[src/rtl/rtn_addr_stack_pkg.sv]
// Shared defaults and operation encoding for the return-address stack.
package rtn_addr_stack_pkg;

    localparam int unsigned ADDR_W_DEF = 8;
    localparam int unsigned DEPTH_DEF  = 8;
    localparam int unsigned CNT_W_DEF  = $clog2(DEPTH_DEF) + 1;

    // Effective stack operation after full/empty qualification.
    typedef enum logic [1:0] {
        OP_IDLE,
        OP_PUSH,
        OP_POP,
        OP_REPL
    } stack_op_e;

endpackage

[src/rtl/rtn_addr_stack_regfile.sv]
// Return-address storage: one synchronous write port, one asynchronous read port, no reset.
module rtn_addr_stack_regfile #(
    parameter int unsigned ADDR_W = 8,
    parameter int unsigned DEPTH  = 8
) (
    input  logic                     clk,
    input  logic                     we,
    input  logic [$clog2(DEPTH)-1:0] wr_idx,
    input  logic [ADDR_W-1:0]        wr_data,
    input  logic [$clog2(DEPTH)-1:0] rd_idx,
    output logic [ADDR_W-1:0]        rd_data
);

    logic [ADDR_W-1:0] mem [DEPTH];

    always_ff @(posedge clk) begin
        if (we) begin
            mem[wr_idx] <= wr_data;
        end
    end

    assign rd_data = mem[rd_idx];

endmodule

[src/rtl/rtn_addr_stack.sv]
// LIFO of call return addresses with registered top-of-stack, count and sticky error flags.
module rtn_addr_stack
    import rtn_addr_stack_pkg::*;
#(
    parameter int unsigned ADDR_W = ADDR_W_DEF,
    parameter int unsigned DEPTH  = DEPTH_DEF
) (
    input  logic                       clk,
    input  logic                       reset,
    input  logic                       Push,
    input  logic                       Pop,
    input  logic [ADDR_W-1:0]          Push_Addr,
    input  logic                       Err_Clr,
    output logic [ADDR_W-1:0]          Return_Addr,
    output logic [$clog2(DEPTH):0]     Stack_Cnt,
    output logic                       Stack_Full,
    output logic                       Stack_Empty,
    output logic                       Stack_Ovfl,
    output logic                       Stack_Unfl
);

    localparam int unsigned IDX_W = $clog2(DEPTH);
    localparam int unsigned CNT_W = IDX_W + 1;

    logic [CNT_W-1:0]  cnt;
    logic [ADDR_W-1:0] top_q;
    logic              ovfl_q;
    logic              unfl_q;
    logic              full;
    logic              empty;
    stack_op_e         op;
    logic              ovfl_set;
    logic              unfl_set;
    logic              we;
    logic [IDX_W-1:0]  wr_idx;
    logic [IDX_W-1:0]  rd_idx;
    logic [ADDR_W-1:0] rd_data;

    assign full  = (cnt == CNT_W'(DEPTH));
    assign empty = (cnt == '0);

    always_comb begin
        op       = OP_IDLE;
        ovfl_set = 1'b0;
        unfl_set = 1'b0;
        case ({Push, Pop})
            2'b10: begin
                if (full) ovfl_set = 1'b1;
                else      op       = OP_PUSH;
            end
            2'b01: begin
                if (empty) unfl_set = 1'b1;
                else       op       = OP_POP;
            end
            // Simultaneous call/return overwrites the top; on an empty stack it is a plain push.
            2'b11:   op = empty ? OP_PUSH : OP_REPL;
            default: op = OP_IDLE;
        endcase
    end

    assign we     = (op == OP_PUSH) || (op == OP_REPL);
    assign wr_idx = (op == OP_REPL) ? IDX_W'(cnt - CNT_W'(1)) : IDX_W'(cnt);
    // Entry just below the current top; becomes Return_Addr after a pop.
    assign rd_idx = IDX_W'(cnt - CNT_W'(2));

    rtn_addr_stack_regfile #(
        .ADDR_W (ADDR_W),
        .DEPTH  (DEPTH)
    ) u_regfile (
        .clk     (clk),
        .we      (we && !reset),
        .wr_idx  (wr_idx),
        .wr_data (Push_Addr),
        .rd_idx  (rd_idx),
        .rd_data (rd_data)
    );

    always_ff @(posedge clk or posedge reset) begin
        if (reset) begin
            cnt    <= '0;
            top_q  <= '0;
            ovfl_q <= 1'b0;
            unfl_q <= 1'b0;
        end else begin
            case (op)
                OP_PUSH: begin
                    cnt   <= cnt + CNT_W'(1);
                    top_q <= Push_Addr;
                end
                OP_POP: begin
                    cnt   <= cnt - CNT_W'(1);
                    top_q <= (cnt == CNT_W'(1)) ? '0 : rd_data;
                end
                OP_REPL: top_q <= Push_Addr;
                default: ;
            endcase
            ovfl_q <= (ovfl_q && !Err_Clr) || ovfl_set;
            unfl_q <= (unfl_q && !Err_Clr) || unfl_set;
        end
    end

    assign Return_Addr = top_q;
    assign Stack_Cnt   = cnt;
    assign Stack_Full  = full;
    assign Stack_Empty = empty;
    assign Stack_Ovfl  = ovfl_q;
    assign Stack_Unfl  = unfl_q;

endmodule

[config.mk]
export PLATFORM = sky130hd
export DESIGN_NAME = rtn_addr_stack
export DESIGN_NICKNAME = d
export VERILOG_FILES = /design/src/rtl/rtn_addr_stack_pkg.sv /design/src/rtl/rtn_addr_stack_regfile.sv /design/src/rtl/rtn_addr_stack.sv
export SDC_FILE = /design/constraint.sdc
export NUM_CORES = 1
export LEC_CHECK = 0
export ABC_AREA = 1
export CAP_MARGIN = 40
export CELL_PAD_IN_SITES_DETAIL_PLACEMENT = 1
export CELL_PAD_IN_SITES_GLOBAL_PLACEMENT = 2
export CORE_MARGIN = 2
export CORE_UTILIZATION = 40
export DETAILED_ROUTE_END_ITERATION = 10
export PLACE_DENSITY = 0.85
export SLEW_MARGIN = 20
export SYNTH_ARGS = -nofsm -noshare
export SYNTH_HDL_FRONTEND = slang
export SYNTH_SLANG_ARGS = --single-unit
[constraint.sdc]
create_clock -name clk -period 4.82 [get_ports clk]
set_clock_uncertainty 0.1 [all_clocks]
set_input_delay 0.964 -clock clk [delete_from_list [all_inputs] [get_ports clk]]
set_output_delay 0.964 -clock clk [all_outputs]
set_load 0.005 [all_outputs]
======== Word level (Yosys, flattened, before mapping) ========
Memories as Yosys holds them, arrays and structs flattened.
Index checks and enable logic that the tools add are counted.
cells by class
  mux-type cells .......................... 14
  reductions and logical operators ........ 12
  add/sub/neg operators ................... 3
  equality and inequality tests ........... 8
operator list
  cell                                              count
  case mux 8 bit (2 select lines)                   1
  == test 2 bit, second input constant              4
  two-way mux 8 bit                                 1
  case mux 4 bit (2 select lines)                   1
  two-way mux 1 bit                                 7
  case mux 2 bit (3 select lines)                   1
  adder 4 x 1 -> 4 bit, second input constant       1
  == test 2 x 1 -> 1 bit, second input constant     2
  == test 4 x 1 -> 1 bit, second input constant     1
  == test 4 bit, second input constant              1
  zero test 4 bit                                   1
  two-way mux 2 bit                                 2
  nonzero test 2 bit                                2
  subtractor 4 x 1 -> 4 bit, second input constant  1
  logical AND 1 bit                                 3
  logical OR 1 bit                                  3
  two-way mux 3 bit                                 1
  subtractor 3 x 2 -> 3 bit, second input constant  1
  zero test 1 bit                                   2
  OR reduction 2 bit                                1
word-level totals
  logic and storage cells ................. 42
  output and inout port bits .............. 16
  memories ................................ 1
  flip-flop bits (word level) ............. 14
  bits in writable memories ............... 64
memory list
  name           depth  bits a word  rd ports  clocked after memory_dff  wr ports  RTL line                      RTL
  u_regfile.mem  8      8            1         0                         1         rtn_addr_stack_regfile.sv:14  logic [ADDR_W-1:0] mem [DEPTH];

======== Longest topological paths before layout ========
  depth after elaboration ................. 8
  gate-level depth with buffers ........... 15
  mapped depth without buffers ............ 11

======== Hierarchy ========
Synthesis repeated with hierarchy kept, for this count alone.
unflattened totals
  cells, all modules ...................... 433
  area, all modules ....................... 3921.3 µm²
by module, submodules not included
  module                  area each (µm²)  seq. area each (µm²)  cells an instance  instances
  rtn_addr_stack_regfile  2890.3           1921.8                295                1
  rtn_addr_stack          1031.0           350.3                 138                1

======== Worst setup path after synthesis ========
OpenSTA, ideal clock, no wires.
  path kind ............................... flip-flop to flip-flop
  start point ............................. reg cnt[1], in the netlist Stack_Cnt[1]
  end point ............................... mem u_regfile.mem[0][0], enable pin
  stages on the path, launching flop included .. 13
  path slack .............................. 1.877 ns
  path buffers ............................ 3
  library setup time ...................... 0.370 ns
  data arrival time ....................... 2.473 ns
  cell sequence ........................... dfrtp_1 > buf_2 > clkinv_1 > buf_2 > ha_1 > nand3_2 > nand2_2 > nand2_2 > buf_6 > ha_1 > o21ai_0 > nand2_1 > nor2_1
between the ends
  word-level cells in the longest chain between the ends .. 8
  elaborated cells on any way between the ends .. 14
  classes of those cells .................. 1 x add/sub; 3 x eq/ne; 7 x mux; 3 x reduce/logical
RTL lines
  item                                                            RTL line                                    RTL
  from (decl)                                                     rtn_addr_stack.sv:25                        logic [CNT_W-1:0] cnt;
  from (signal assigned)                                          rtn_addr_stack.sv:87                        cnt <= cnt + CNT_W'(1);
  from (signal assigned)                                          rtn_addr_stack.sv:91                        cnt <= cnt - CNT_W'(1);
  == test 4 bit / zero test 4 bit (equally long branches)         rtn_addr_stack.sv:39, rtn_addr_stack.sv:40
  two-way mux 1 bit, or another cell as far along                 rtn_addr_stack.sv:48                        if (full) ovfl_set = 1'b1;
  case mux 2 bit (3 select lines)                                 rtn_addr_stack.sv:46                        case ({Push, Pop})
  == test 2 x 1 -> 1 bit / == test 2 bit (equally long branches)  rtn_addr_stack.sv:61, rtn_addr_stack.sv:62
  logical OR 1 bit                                                rtn_addr_stack.sv:61                        assign we = (op == OP_PUSH) || (op == OP_REPL);
  logical AND 1 bit                                               rtn_addr_stack.sv:71                        .we (we && !reset),
  two-way mux 1 bit                                               rtn_addr_stack_regfile.sv:17                if (we) begin
  two-way mux 1 bit (not written as such)                         rtn_addr_stack_regfile.sv:18                mem[wr_idx] <= wr_data;
  to (decl)                                                       rtn_addr_stack_regfile.sv:14
Parallel ways exist; a longest one is shown, timed or not.

======== Final worst setup path ========
  start point ............................. in Push
  end point ............................... mem u_regfile.mem[3][6], enable pin
between the ends
  word-level cells in the longest chain between the ends .. 7
  elaborated cells on any way between the ends .. 11
  classes of those cells .................. 5 x eq/ne; 4 x mux; 2 x reduce/logical
RTL lines
  item                                                            RTL line                                    RTL
  from (decl)                                                     rtn_addr_stack.sv:10                        input logic Push,
  == test 2 bit / == test 2 x 1 -> 1 bit (equally long branches)  rtn_addr_stack.sv:46
  case mux 2 bit (3 select lines) *                               rtn_addr_stack.sv:46
  == test 2 x 1 -> 1 bit / == test 2 bit (equally long branches)  rtn_addr_stack.sv:61, rtn_addr_stack.sv:62
  logical OR 1 bit                                                rtn_addr_stack.sv:61
  logical AND 1 bit                                               rtn_addr_stack.sv:71
  two-way mux 1 bit                                               rtn_addr_stack_regfile.sv:17
  two-way mux 1 bit (not written as such)                         rtn_addr_stack_regfile.sv:18
Mark *: on every way between the ends. The rest lies on a longest branch, timed or not.

==> metrics.md <==
| Metric | Value |
|---|---|
| Via-per-instance ratio | 4.80 |
| Net count after synthesis | 412 |
| Global-route total usage across every layer | 0.200 |
| Most frequent cells in the layout | nand2_1 (94), inv_1 (86), edfxtp_1 (64), nand3_1 (58), clkdlybuf4s50_1 (28) |
| Post-detailed-placement cell area | 0.00408 mm² |
| Maximum level of the CTS H-tree | 3 |
| Number of warnings issued by yosys | 0 |
| Power share of the clock group | 0.253 |
| Total instance count after detailed placement | 520 |
| Count of input and output buffers | 28 |
| Maximum clock insertion buffer count | 2 |
| Number of failing hold endpoints at the final stage | 0 |
| First-pass GRT wire length | 14500 µm |
| Pin count of the biggest net entering global routing | 40 |
| Synth Flop Type | edfxtp_1 |
| Count of vias placed by the detailed router | 2571 |
| Maximum Capacitance Violations | 0 |
| Reported leakage power | 0.00194 µW |
| Number of clock sinks | 78 |
| Outcome | complete, no violations |
| Slew at the pin with the worst max-slew slack | 715 ps |
| Post-Synthesis Cell Area | 0.00370 mm² |
| Fraction of power spent switching nets | 0.367 |
| Per-cell routed wire length | 17.1 µm |
| RSZ-0062 raised after global routing | false |
| Setup-violating endpoint count in the final report | 0 |
| Final WS setup | 1560 ps |
| Number of clock buffers inserted by TritonCTS | 9 |
| Wire length after detailed routing | 9170 µm |
| Post-synthesis cell type count | 24 |
| Area of the die | 0.0100 mm² |
| Finished Layout Cells | 536 |
| Die Span X | 100 µm |
| Critical path endpoint category | flop |
| CORE AREA | 0.00911 mm² |
| Areal power density over the cells | 577 mW/mm² |
| Final weighted congestion of routability-driven global placement | 0.784 |
| Crit path max fanout | 11 |
| Floorplan die height | 100 µm |
| Classification of the worst-slack hold path | reg2reg |
| Gate count of the mapped netlist | 390 |
| Initial core utilization | 0.406 |
| Vias in the first global route | 2693 |
| Setup crit start kind | input port |
| Remaining DRCs | 0 |
| Fmax | 307 MHz |
| Power share of the sequential group | 0.353 |
| Total setup buffers inserted after CTS | 0 |
| DPL Wire Length | 6300 µm |
| Hold Slack | 436 ps |
| Most common cell after layout, fill and taps aside | nand2_1 |
| Critical setup path kind | in2reg |
| Avg Synthesized Cell Area | 9.49 µm² |
| Number of enable flip-flop cells after synthesis | 64 |
| Ratio of cells with drive above 1 in the final layout | 0.0659 |
| Standard-cell rows | 35 |
| Internal power | 1590 µW |
| Total I/O pin count | 29 |
| Antenna fix cells | 0 |
| Post-synthesis cell type with the largest combined area | edfxtp_1 |
| Total negative slack | 0 ps |
| Pre-CTS setup slack | 1150 ps |
| Net count, final | 442 |
| Worst voltage drop across the vdd grid | 0.369 mV |
| Fraction of the yosys area taken by sequential cells | 0.614 |
| Clock root cell | clkbuf_8 |
| Required time at the worst-slack endpoint | 4700 ps |
| Worst path arrival time | 3140 ps |
| Number of fill cells | 1050 |
| Synthesized flop and latch total | 78 |
| Clock-pin slew on the worst setup and hold paths | 80 ps |
| CTS hold repair buffers | 0 |
| DR pass1 iterations | 4 |
| Final std cell area, no fill | 0.00434 mm² |
| Slew HR | 0.522 |
| Area share of the largest cell type after synthesis | 0.519 |
| Area growth from synthesis to final layout | 17.3% |
| Clock tree from TritonCTS | built |
| Clock network latency to the later pin of the worst-skew pair | 350 ps |
| Relative contribution of combinational cells to total power | 0.395 |
| Share of async-settable or async-resettable flops after synthesis | 0.179 |
| Fin crit period | 3260 ps |
| Global route overflow | 0 |
| Antenna Nets Post-Route | 0 |
| Net Sw Power | 918 µW |
| Antenna violations before repair | 0 |
| Final count of pins violating max slew | 0 |
| Detailed router's first-iteration violation count | 173 |
| Main area contributors after synthesis | edfxtp_1 (52%), nand2_1 (9.5%), dfrtp_1 (9.5%) |
| PostCTS Resize Cnt | 0 |
| Share of the clock period used by the worst path | 0.676 |
[Yosys cell counts, types with 2 or more instances]
| library cell | count |
|---|---|
| nand2_1 | 94 |
| inv_1 | 86 |
| edfxtp_1 | 64 |
| nand3_1 | 58 |
| nor2_1 | 19 |
| dfrtp_1 | 14 |
| ha_1 | 9 |
| a21oi_1 | 8 |
| buf_2 | 7 |
| o21ai_0 | 7 |
| clkbuf_1 | 4 |
| nand2_2 | 4 |
| xnor2_1 | 4 |
| xor2_1 | 2 |
[logic make-up (layout without fill, tap and decap cells)]
family | count (synthesis) | count (layout) | share of synthesized area
and+or+nand+nor | 179 | 179 | 0.209
buffers and inverters | 102 | 137 | 0.110
DFF | 78 | 78 | 0.614
AOI/OAI and AO/OA | 16 | 16 | 0.0223
adders and majority gates | 9 | 9 | 0.0304
xor gates and xnor gates | 6 | 6 | 0.0142
[final timing paths]
path	startpoint	endpoint	slack, ps	cells past startpoint
setup / recovery	Push	u_regfile.mem[3][6]	1560	10
hold / removal	Stack_Unfl	Stack_Unfl	440	2
setup reg to reg	Stack_Cnt[1]	u_regfile.mem[3][6]	1750	11
hold reg to reg	Stack_Unfl	Stack_Unfl	440	2
max in group asynchronous	reset	Stack_Cnt[0]	3240	2
min in group asynchronous	reset	Stack_Cnt[3]	1000	2
[flip-flops by register name, indices dropped and copies added, names as in the netlist]
signal         cells
Return_Addr        8
u_regfile.mem     64
Stack_Unfl         1
Stack_Cnt          4
Stack_Ovfl         1
[per-layer routing]
metal | part of all wire | vias up | track usage
li1 | - | 1284 | -
met1 | 0.48 | 1222 | 0.280
met2 | 0.46 | 48 | 0.306
met3 | 0.031 | 17 | 0.0313
met4 | 0.028 | 0 | 0.0991
met5 | 0 | - | 0
[power groups by stage]
stage	sequential (µW)	clock [µW]	combinational (µW)
2_1_floorplan	897	0	601
4_1_cts	886	644	998
3_5_place_dp	901	0	991
6_report	884	633	989
3_3_place_gp	898	0	981
5_1_grt	895	664	1110
[critical path, cell delays in order]
cell and delay [ps]:
clkdlybuf4s50_1 480, inv_1 50, nor2_1 150, nand2_2 70, nand2_2 200, ha_1 310
nand2_1 70, o21ai_0 140, nand2_1 110, nor2_1 560
[final cells by class]
type                            instances  area [µm²]  share of cell area
Clock buffer                            9         124              0.0285
Sequential cell                        78        2270               0.523
Multi-Input combinational cell        210        1020               0.236
Inverter                               89         337              0.0775
Tap cell                              111         139              0.0320
Clock inverter                          7         136              0.0314
Timing Repair Buffer                   32         310              0.0715
[metrics by stage]
| stage | util | total power, µW |
|---|---|---|
| finish | 0.477 | 2510 |
| global placement | 0.448 | 1880 |
| global route | 0.477 | 2670 |
| floorplan | - | 1500 |
| detailed placement | 0.448 | 1890 |
| CTS | 0.477 | 2530 |
Power figures use the tool's default switching activity.
